### config.mk
export PLATFORM = sky130hd
export DESIGN_NAME = spi_ram_ctrl
export DESIGN_NICKNAME = d
export VERILOG_FILES = /design/src/rtl/spi_ctrl_pkg.sv /design/src/rtl/spi_ram_mem.sv /design/src/rtl/spi_ram_ctrl.sv
export SDC_FILE = /design/constraint.sdc
export NUM_CORES = 2
export LEC_CHECK = 0
export ABC_AREA = 1
export BUFFER_PORTS_ARGS = -buffer_cell sky130_fd_sc_hd__buf_2
export CAP_MARGIN = 15
export CORE_MARGIN = 3
export CORE_UTILIZATION = 30
export DETAILED_ROUTE_END_ITERATION = 16
export PLACE_DENSITY = 0.53
export SETUP_SLACK_MARGIN = 0.5
export SYNTH_ARGS = -nofsm -noshare
export SYNTH_HDL_FRONTEND = slang
export SYNTH_SLANG_ARGS = --single-unit
export TNS_END_PERCENT = 20
### constraint.sdc
create_clock -name i_spi_ctrl_clk -period 11.9 [get_ports i_spi_ctrl_clk]
set_input_delay 1.19 -clock i_spi_ctrl_clk [delete_from_list [all_inputs] [get_ports i_spi_ctrl_clk]]
set_output_delay 1.19 -clock i_spi_ctrl_clk [all_outputs]
set_load 0.005 [all_outputs]
### src/rtl/spi_ctrl_pkg.sv
//------------------------------------------------------------------------------
// Module   : spi_ctrl_pkg
// Purpose  : Opcodes, FSM state type and default widths for spi_ram_ctrl.
// Revision : 1.0 - initial release
//------------------------------------------------------------------------------
`default_nettype none

package spi_ctrl_pkg;

  localparam int c_def_addr_width = 8;
  localparam int c_def_data_width = 8;

  localparam logic [1:0] c_op_wr_addr = 2'b00;
  localparam logic [1:0] c_op_wr_data = 2'b01;
  localparam logic [1:0] c_op_rd_addr = 2'b10;
  localparam logic [1:0] c_op_rd_data = 2'b11;

  typedef enum logic [1:0] {
    ST_IDLE    = 2'd0,
    ST_WRITE   = 2'd1,
    ST_RD_REQ  = 2'd2,
    ST_RD_DATA = 2'd3
  } state_t;

endpackage

`default_nettype wire

### src/rtl/spi_ram_mem.sv
//------------------------------------------------------------------------------
// Module   : spi_ram_mem
// Purpose  : Single-port RAM, synchronous write, registered read, no reset.
// Revision : 1.0 - initial release
//------------------------------------------------------------------------------
`default_nettype none

module spi_ram_mem #(
  parameter int ADDR_WIDTH = 8,
  parameter int DATA_WIDTH = 8
) (
  input  logic                  clk,
  input  logic                  we,
  input  logic                  re,
  input  logic [ADDR_WIDTH-1:0] addr,
  input  logic [DATA_WIDTH-1:0] din,
  output logic [DATA_WIDTH-1:0] dout
);

  logic [DATA_WIDTH-1:0] r_mem [0:(2**ADDR_WIDTH)-1];
  logic [DATA_WIDTH-1:0] r_dout;

  always_ff @(posedge clk) begin
    if (we) begin
      r_mem[addr] <= din;
    end
    if (re) begin
      r_dout <= r_mem[addr];
    end
  end

  assign dout = r_dout;

endmodule

`default_nettype wire

### src/rtl/spi_ram_ctrl.sv
//------------------------------------------------------------------------------
// Module   : spi_ram_ctrl
// Purpose  : Decodes SPI frames into RAM address/write/read operations.
//            Optional macro SPI_CTRL_AUTOINC_EN: post-increment addresses.
// Revision : 1.0 - initial release
//------------------------------------------------------------------------------
`default_nettype none

module spi_ram_ctrl
  import spi_ctrl_pkg::*;
#(
  parameter int ADDR_WIDTH = c_def_addr_width,
  parameter int DATA_WIDTH = c_def_data_width
) (
  input  logic                  i_spi_ctrl_clk,
  input  logic                  i_spi_ctrl_rst_n,
  input  logic [DATA_WIDTH+1:0] i_spi_ctrl_rx_data,
  input  logic                  i_spi_ctrl_rx_valid,
  output logic [DATA_WIDTH-1:0] o_spi_ctrl_tx_data,
  output logic                  o_spi_ctrl_tx_valid,
  output logic                  o_spi_ctrl_busy,
  output logic                  o_spi_ctrl_drop
);

  state_t                r_state;
  logic [ADDR_WIDTH-1:0] r_wr_addr;
  logic [ADDR_WIDTH-1:0] r_rd_addr;
  logic [DATA_WIDTH-1:0] r_wr_data;
  logic [DATA_WIDTH-1:0] r_tx_data;
  logic                  r_tx_valid;
  logic                  r_drop;

  logic [1:0]            w_opcode;
  logic [DATA_WIDTH-1:0] w_payload;
  logic [ADDR_WIDTH-1:0] w_payload_addr;
  logic                  w_accept;
  logic                  w_ram_we;
  logic                  w_ram_re;
  logic [ADDR_WIDTH-1:0] w_ram_addr;
  logic [DATA_WIDTH-1:0] w_ram_dout;

  assign w_opcode       = i_spi_ctrl_rx_data[DATA_WIDTH+1:DATA_WIDTH];
  assign w_payload      = i_spi_ctrl_rx_data[DATA_WIDTH-1:0];
  assign w_payload_addr = ADDR_WIDTH'(w_payload);
  assign w_accept       = i_spi_ctrl_rx_valid && (r_state == ST_IDLE);

  // The port is shared: WRITE owns the address bus, otherwise the read pointer does.
  assign w_ram_we   = (r_state == ST_WRITE);
  assign w_ram_re   = (r_state == ST_RD_REQ);
  assign w_ram_addr = w_ram_we ? r_wr_addr : r_rd_addr;

  spi_ram_mem #(
    .ADDR_WIDTH (ADDR_WIDTH),
    .DATA_WIDTH (DATA_WIDTH)
  ) u_mem (
    .clk  (i_spi_ctrl_clk),
    .we   (w_ram_we),
    .re   (w_ram_re),
    .addr (w_ram_addr),
    .din  (r_wr_data),
    .dout (w_ram_dout)
  );

  always_ff @(posedge i_spi_ctrl_clk or negedge i_spi_ctrl_rst_n) begin
    if (!i_spi_ctrl_rst_n) begin
      r_state    <= ST_IDLE;
      r_wr_addr  <= '0;
      r_rd_addr  <= '0;
      r_tx_data  <= '0;
      r_tx_valid <= 1'b0;
      r_drop     <= 1'b0;
    end else begin
      r_tx_valid <= 1'b0;
      r_drop     <= i_spi_ctrl_rx_valid && (r_state != ST_IDLE);
      case (r_state)
        ST_IDLE: begin
          if (i_spi_ctrl_rx_valid) begin
            case (w_opcode)
              c_op_wr_addr: r_wr_addr <= w_payload_addr;
              c_op_rd_addr: r_rd_addr <= w_payload_addr;
              c_op_wr_data: r_state   <= ST_WRITE;
              c_op_rd_data: r_state   <= ST_RD_REQ;
              default:      r_state   <= ST_IDLE;
            endcase
          end
        end
        ST_WRITE: begin
          r_state <= ST_IDLE;
`ifdef SPI_CTRL_AUTOINC_EN
          r_wr_addr <= r_wr_addr + ADDR_WIDTH'(1);
`endif
        end
        ST_RD_REQ: begin
          r_state <= ST_RD_DATA;
        end
        ST_RD_DATA: begin
          r_tx_data  <= w_ram_dout;
          r_tx_valid <= 1'b1;
          r_state    <= ST_IDLE;
`ifdef SPI_CTRL_AUTOINC_EN
          r_rd_addr <= r_rd_addr + ADDR_WIDTH'(1);
`endif
        end
        default: r_state <= ST_IDLE;
      endcase
    end
  end

  // Write payload is deliberately outside the reset domain; it only matters once WRITE is entered.
  always_ff @(posedge i_spi_ctrl_clk) begin
    if (w_accept && (w_opcode == c_op_wr_data)) begin
      r_wr_data <= w_payload;
    end
  end

  assign o_spi_ctrl_tx_data  = r_tx_data;
  assign o_spi_ctrl_tx_valid = r_tx_valid;
  assign o_spi_ctrl_busy     = (r_state != ST_IDLE);
  assign o_spi_ctrl_drop     = r_drop;

endmodule

`default_nettype wire

=== Word level (Yosys, flattened, before mapping) ===
Memory sizes are Yosys's and may differ from the RTL's. A register that Yosys moved wholly into a read port is not among the register bits.
Cells that the tools add are included.

* Register bits: 36
* Input port bits: 13
* Bits in writable memories: 2048
* Memories kept: 1
* Logic and storage cells: 33
* Output and inout port bits: 11

{| class="wikitable"
|+ Memories
! memory !! depth !! bits a word !! rd ports !! clocked after Yosys merged registers in !! wr ports !! line !! text
|-
| u_mem.r_mem || 256 || 8 || 1 || 1 || 1 || spi_ram_mem.sv:20 || <nowiki>logic [DATA_WIDTH-1:0] r_mem [0:(2**ADDR_WIDTH)-1];</nowiki>
|}

* Reduce and logical (&&, ||, !) cells: 10
* Muxes and demuxes: 7
* Equal/unequal tests: 8

{| class="wikitable"
|+ Operator list
! kind !! count
|-
| $eq A2 B2 Y1 const B || 4
|-
| $mux W8 || 1
|-
| $pmux W2 S3 || 1
|-
| $reduce_and A3 Y1 || 2
|-
| $eq A2 B1 Y1 const B || 2
|-
| $logic_not A2 Y1 || 2
|-
| $pmux W2 S2 || 1
|-
| $logic_and A1 B1 Y1 || 3
|-
| $mux W1 || 3
|-
| $ne A3 B1 Y1 const B || 1
|-
| $mux W2 || 1
|-
| $ne A2 B2 Y1 const B || 1
|-
| $reduce_and A2 Y1 || 1
|-
| $reduce_bool A2 Y1 || 1
|-
| $reduce_or A2 Y1 || 1
|}

=== Logic depth before layout (Yosys ltp) ===
* Word-level depth: 4
* Mapped depth: 20
* Gate-level depth less buffers: 16

=== By module ===
A second synthesis with hierarchy kept.

* Cell total of the unflattened synthesis: 8180
* Area total of the unflattened synthesis: 86454.2 µm²

{| class="wikitable"
|+ Modules (own cells, without submodules)
! module !! times used !! cells each !! sequential area each (µm²) !! area an instance (µm²)
|-
| spi_ram_mem || 1 || 8021 || 61739.2 || 84936.5
|-
| spi_ram_ctrl || 1 || 159 || 940.9 || 1517.7
|}

=== Worst setup path after synthesis ===
No wires, ideal clock.

* Kind: register to register
* Start point: register r_wr_data[0]
* End point: memory u_mem.r_mem[0][0] (data pin)
* Setup slack: 7854 ps
* Clock period less this slack: 4046 ps
* Library setup time: 817 ps
* Required time: 11083 ps
* Stages on the path, launching flop included: 1
* Buffers on the path: 0
* Arrival time: 3228 ps
* Cells stage by stage: edfxtp_1

{| class="wikitable"
|+ RTL lines
! item !! line !! text
|-
| start: declaration || spi_ram_ctrl.sv:28 || <nowiki>logic [DATA_WIDTH-1:0] r_wr_data;</nowiki>
|-
| start signal: assignment || spi_ram_ctrl.sv:112 || <nowiki>r_wr_data <= w_payload;</nowiki>
|-
| end: declaration || spi_ram_mem.sv:20 ||
|}

No word-level cell before the write port.

=== Worst setup path in the final report ===
* Start point: register r_state[1]
* End point: register u_mem.r_dout[1] (netlist: u_mem.dout[1]), read port of u_mem.r_mem (data pin)

* Cells in the longest elaborated chain, start to end: 2
* Elaborated cells on any way between the ends: 3
* Classes of those cells: 2 x eq/ne; 1 x mux

{| class="wikitable"
|+ RTL lines
! item !! line !! text
|-
| start: declaration || spi_ram_ctrl.sv:25 || <nowiki>state_t r_state;</nowiki>
|-
| start signal: assignment || spi_ram_ctrl.sv:66 || <nowiki>r_state <= ST_IDLE;</nowiki>
|-
| start signal: assignment || spi_ram_ctrl.sv:81 || <nowiki>c_op_wr_data: r_state <= ST_WRITE;</nowiki>
|-
| start signal: assignment || spi_ram_ctrl.sv:82 || <nowiki>c_op_rd_data: r_state <= ST_RD_REQ;</nowiki>
|-
| $eq A2 B1 Y1 || spi_ram_ctrl.sv:48 || <nowiki>assign w_ram_we = (r_state == ST_WRITE);</nowiki>
|-
| $mux W8 || spi_ram_ctrl.sv:50 || <nowiki>assign w_ram_addr = w_ram_we ? r_wr_addr : r_rd_addr;</nowiki>
|-
| end: declaration || spi_ram_mem.sv:21 || <nowiki>logic [DATA_WIDTH-1:0] r_dout;</nowiki>
|}

Several ways; a longest one is shown, not always the timed one.
A chain may end at the register's enable or synchronous reset.

==> flow_metrics.tcl <==
set metrics [dict create \
    outcome "complete, no violations" \
    antenna_found_initial 6 \
    worstSetupPathType "reg2reg" \
    syn_to_final_growth_pct 12.4 \
    min_to "o_spi_ctrl_tx_data[3]$_DFFE_PN0P_" \
    nFillCells 29500 \
    pre_cts_ws_ns 6.51 \
    cts_setup_buffers 0 \
    fp.dieH_um 548 \
    crit_path_top_delay_cell "buf_4" \
    grt_overflow 0 \
    layout_setup_ws_ns 6.34 \
    arrival_ns 6.14 \
    dp.final_hpwl_um 139000 \
    whs_ns 0.475 \
    grt_setup_unrepaired "false" \
    syn_area_per_cell_um2 10.2 \
    post-route-period-util_pct 46.7 \
    swShare_pct 42.3 \
    io-pin-count 24 \
    totalWireLength_um 251000 \
    cts.sinks 2092 \
    num-nets-final 8503 \
    synth_area_mm2 0.0880 \
    gp_congestion 0.804 \
    port_buffers 23 \
    cpMostUsedCell "nand2_1" \
    whs_path_depth 2 \
    drt-initial-drc-count 5124 \
    power.density_mw_per_mm2 254 \
    first_global_vias 57900 \
    ant_nets 0 \
    vias 58800 \
    clk_pin_slew_worst_paths_ns 0.06 \
    cp_cell_sequence "inv_2, nand2_2, nand2_4, nand2_8, buf_12, buf_4, nand2_1, nand2_1, nand2_1, nand2_1, nand2_1, nand2_1, o21ai_1, nand2_1, nor2_1, nor2_1, nor2_1, nand2_1" \
    cts_resized 0 \
    finalMaxSlewViolations 0 \
    drv_cap 0 \
    fmax_mhz 180 \
    r2r-end "u_mem.dout[1]$_DFFE_PP_" \
    cts.path.max_buffers 3 \
    cp.buffers_inverters 3 \
    worst-r2r-setup-slack_ns 6.34 \
    drt-wirelength-per-cell_um 20.0 \
    placedCellCount 12200 \
    finalNonFillerCells 12600 \
    ys_warn_count 0 \
    leakagePower_nw 39.3 \
    rr_startpoint "r_state[1]$_DFFE_PN0P_" \
    ir_drop_mv 0.298 \
    tns_ns 0 \
    clock_latency_ns 0.85 \
    grt.total_usage_pct 16.4 \
    critPathMaxStageDelay_ns 0.67 \
    tritoncts "built" \
    hold_path.class "reg2reg" \
    drive_above_1_share_pct 5.40 \
    hold_viol 0 \
    start_util_pct 30.2 \
    netlist_instances 8608 \
    worstPathMaxFanout 176 \
    worstPathRequired_ns 12.48 \
    synth.yosys.seq_area_share_pct 71.2 \
    intPower_mw 14.5 \
    grt_pass1_wl_um 375000 \
    mostFrequentLayoutCells "5,294 x nand2_1, 2,064 x edfxtp_1, 364 x nor2_1" \
    setup-violations-final 0 \
    min_period_ns 5.56 \
    reg2regPathDepth 18 \
    relSlewSlack_pct 10.6 \
    rows 198 \
    die_w_um 548 \
    cp-start-kind "flop" \
    via_per_inst 4.67 \
    cts_buffers 219 \
    end_kind "flop" \
    clkPwrFrac_pct 26.8 \
    drt_pass1_iterations 5 \
    multi_input_area_mm2 0.0231 \
    htreeDepth 4 \
    p_sw_mw 10.6 \
    grt_max_degree 210 \
    worst_pin_slew_ns 1.34 \
    combPwrFrac_pct 39.9 \
    drcViolationCount 0 \
    final_common_cell "nand2_1" \
    ys_types 25 \
    cts_root_buf "clkbuf_16" \
    dieArea_mm2 0.300 \
    fin_skew_ns 0.0485 \
    final-seq-area_mm2 0.0627 \
    pwr-share-seq_pct 33.3 \
    ctsHoldBuffers 0 \
    core_area_mm2 0.291 \
    synth_nets 8621 \
    critPathTopFamily "simple AND/OR/NAND/NOR gates" \
    ys_ff_latch 2092 \
    min_from "u_mem.dout[3]$_DFFE_PP_" \
]
-- synth_stat cells, drive strengths merged --
cell type | n | area [um^2]
a21oi | 1 | 5.00
a31oi | 1 | 6.26
buf | 292 | 1450
clkbuf | 163 | 614
clkinv | 1 | 3.75
dfrtp | 28 | 701
edfxtp | 2064 | 62000
inv | 52 | 195
nand2 | 5298 | 19900
nand3 | 180 | 901
nor2 | 375 | 1440
nor4 | 1 | 6.26
o21ai | 149 | 753
or2 | 3 | 18.8
-- area by class of cell --
| cell class | instances | share of cell area, % |
|---|---|---|
| diodes | 3 | 0.00759 |
| clock buffers | 261 | 5.83 |
| clock inverters | 150 | 1.28 |
| inverters | 53 | 0.209 |
| multi-input cells | 6008 | 23.4 |
| flip-flops and latches | 2092 | 63.4 |
| well taps | 3900 | 4.93 |
| repair buffers | 116 | 0.969 |
-- layer usage --
layer | part of all wire [%] | vias up | global-route usage (%) | wire length, um
met5 | 0 | - | 0 | 0
met4 | 2.9 | 0 | 4.93 | 7270
met3 | 5.5 | 364 | 2.15 | 13800
met2 | 47 | 1727 | 26.5 | 117000
met1 | 45 | 28900 | 22.9 | 113000
li1 | - | 27800 | - | -
-- stage by stage --
stage | power [mW] | util (%) | cell area, um^2
2_1_floorplan | 15.1 | - | 88000
3_5_place_dp | 18.6 | 31.5 | 91800
4_1_cts | 25.3 | 33.9 | 98900
6_report | 25.1 | 33.9 | 98900
3_3_place_gp | 18.6 | 31.5 | 91800
5_1_grt | 26.7 | 33.9 | 98900
-- state kept, by name (all words and copies together), names as in the netlist --
signal               flops
r_wr_data                8
r_wr_addr                8
u_mem.r_mem           2048
r_state                  2
o_spi_ctrl_tx_valid      1
u_mem.dout               8
o_spi_ctrl_tx_data       8
o_spi_ctrl_drop          1
r_rd_addr                8
-- worst register-to-register path, cell delays in order (launching register included) --
cell and delay [ns]:
dfrtp_1 0.42, inv_2 0.14, nand2_2 0.20, nand2_4 0.43
nand2_8 0.54, buf_12 0.48, buf_4 1.04, nand2_1 0.22
nand2_1 0.07, nand2_1 0.08, nand2_1 0.08, nand2_1 0.07
nand2_1 0.06, o21ai_1 0.32, nand2_1 0.17, nor2_1 0.31
nor2_1 0.10, nor2_1 0.48, nand2_1 0.10
-- power groups by stage --
| stage | sequential (mW) | combinational (mW) | clock (mW) |
|---|---|---|---|
| 2_1_floorplan | 8.54 | 6.57 | 0 |
| 4_1_cts | 8.37 | 10.1 | 6.85 |
| 6_report | 8.36 | 10.0 | 6.73 |
| 5_1_grt | 8.37 | 11.2 | 7.13 |
| 3_5_place_dp | 8.52 | 10.0 | 0 |
| 3_3_place_gp | 8.52 | 10.1 | 0 |
-- worst max path at each step --
stage | to | depth (start not counted) | slack, ns | start
6_report | u_mem.dout[1]$_DFFE_PP_ | 18 | 6.34 | r_state[1]$_DFFE_PN0P_
5_1_grt | u_mem.dout[4]$_DFFE_PP_ | 18 | 6.03 | r_state[1]$_DFFE_PN0P_
4_1_cts | u_mem.dout[4]$_DFFE_PP_ | 18 | 6.49 | r_state[1]$_DFFE_PN0P_
3_5_place_dp | u_mem.dout[4]$_DFFE_PP_ | 18 | 6.51 | r_state[1]$_DFFE_PN0P_
3_3_place_gp | u_mem.dout[4]$_DFFE_PP_ | 17 | 6.54 | r_state[0]$_DFFE_PN0P_
2_1_floorplan | u_mem.r_mem[0][0]$_DFFE_PP_ | 0 | 7.85 | r_wr_data[0]$_DFFE_PP_
-- kinds of logic (layout without fill, tap and decap cells) --
| group | count (synthesis) | in the layout | synth area share, % |
|---|---|---|---|
| flops | 2092 | 2092 | 71.2 |
| buf+inv | 508 | 580 | 2.58 |
| compound gates | 151 | 151 | 0.869 |
| simple gates | 5857 | 5857 | 25.3 |
| other cells | 0 | 3 | 0 |
No activity file was read; power rests on OpenSTA's default activity.
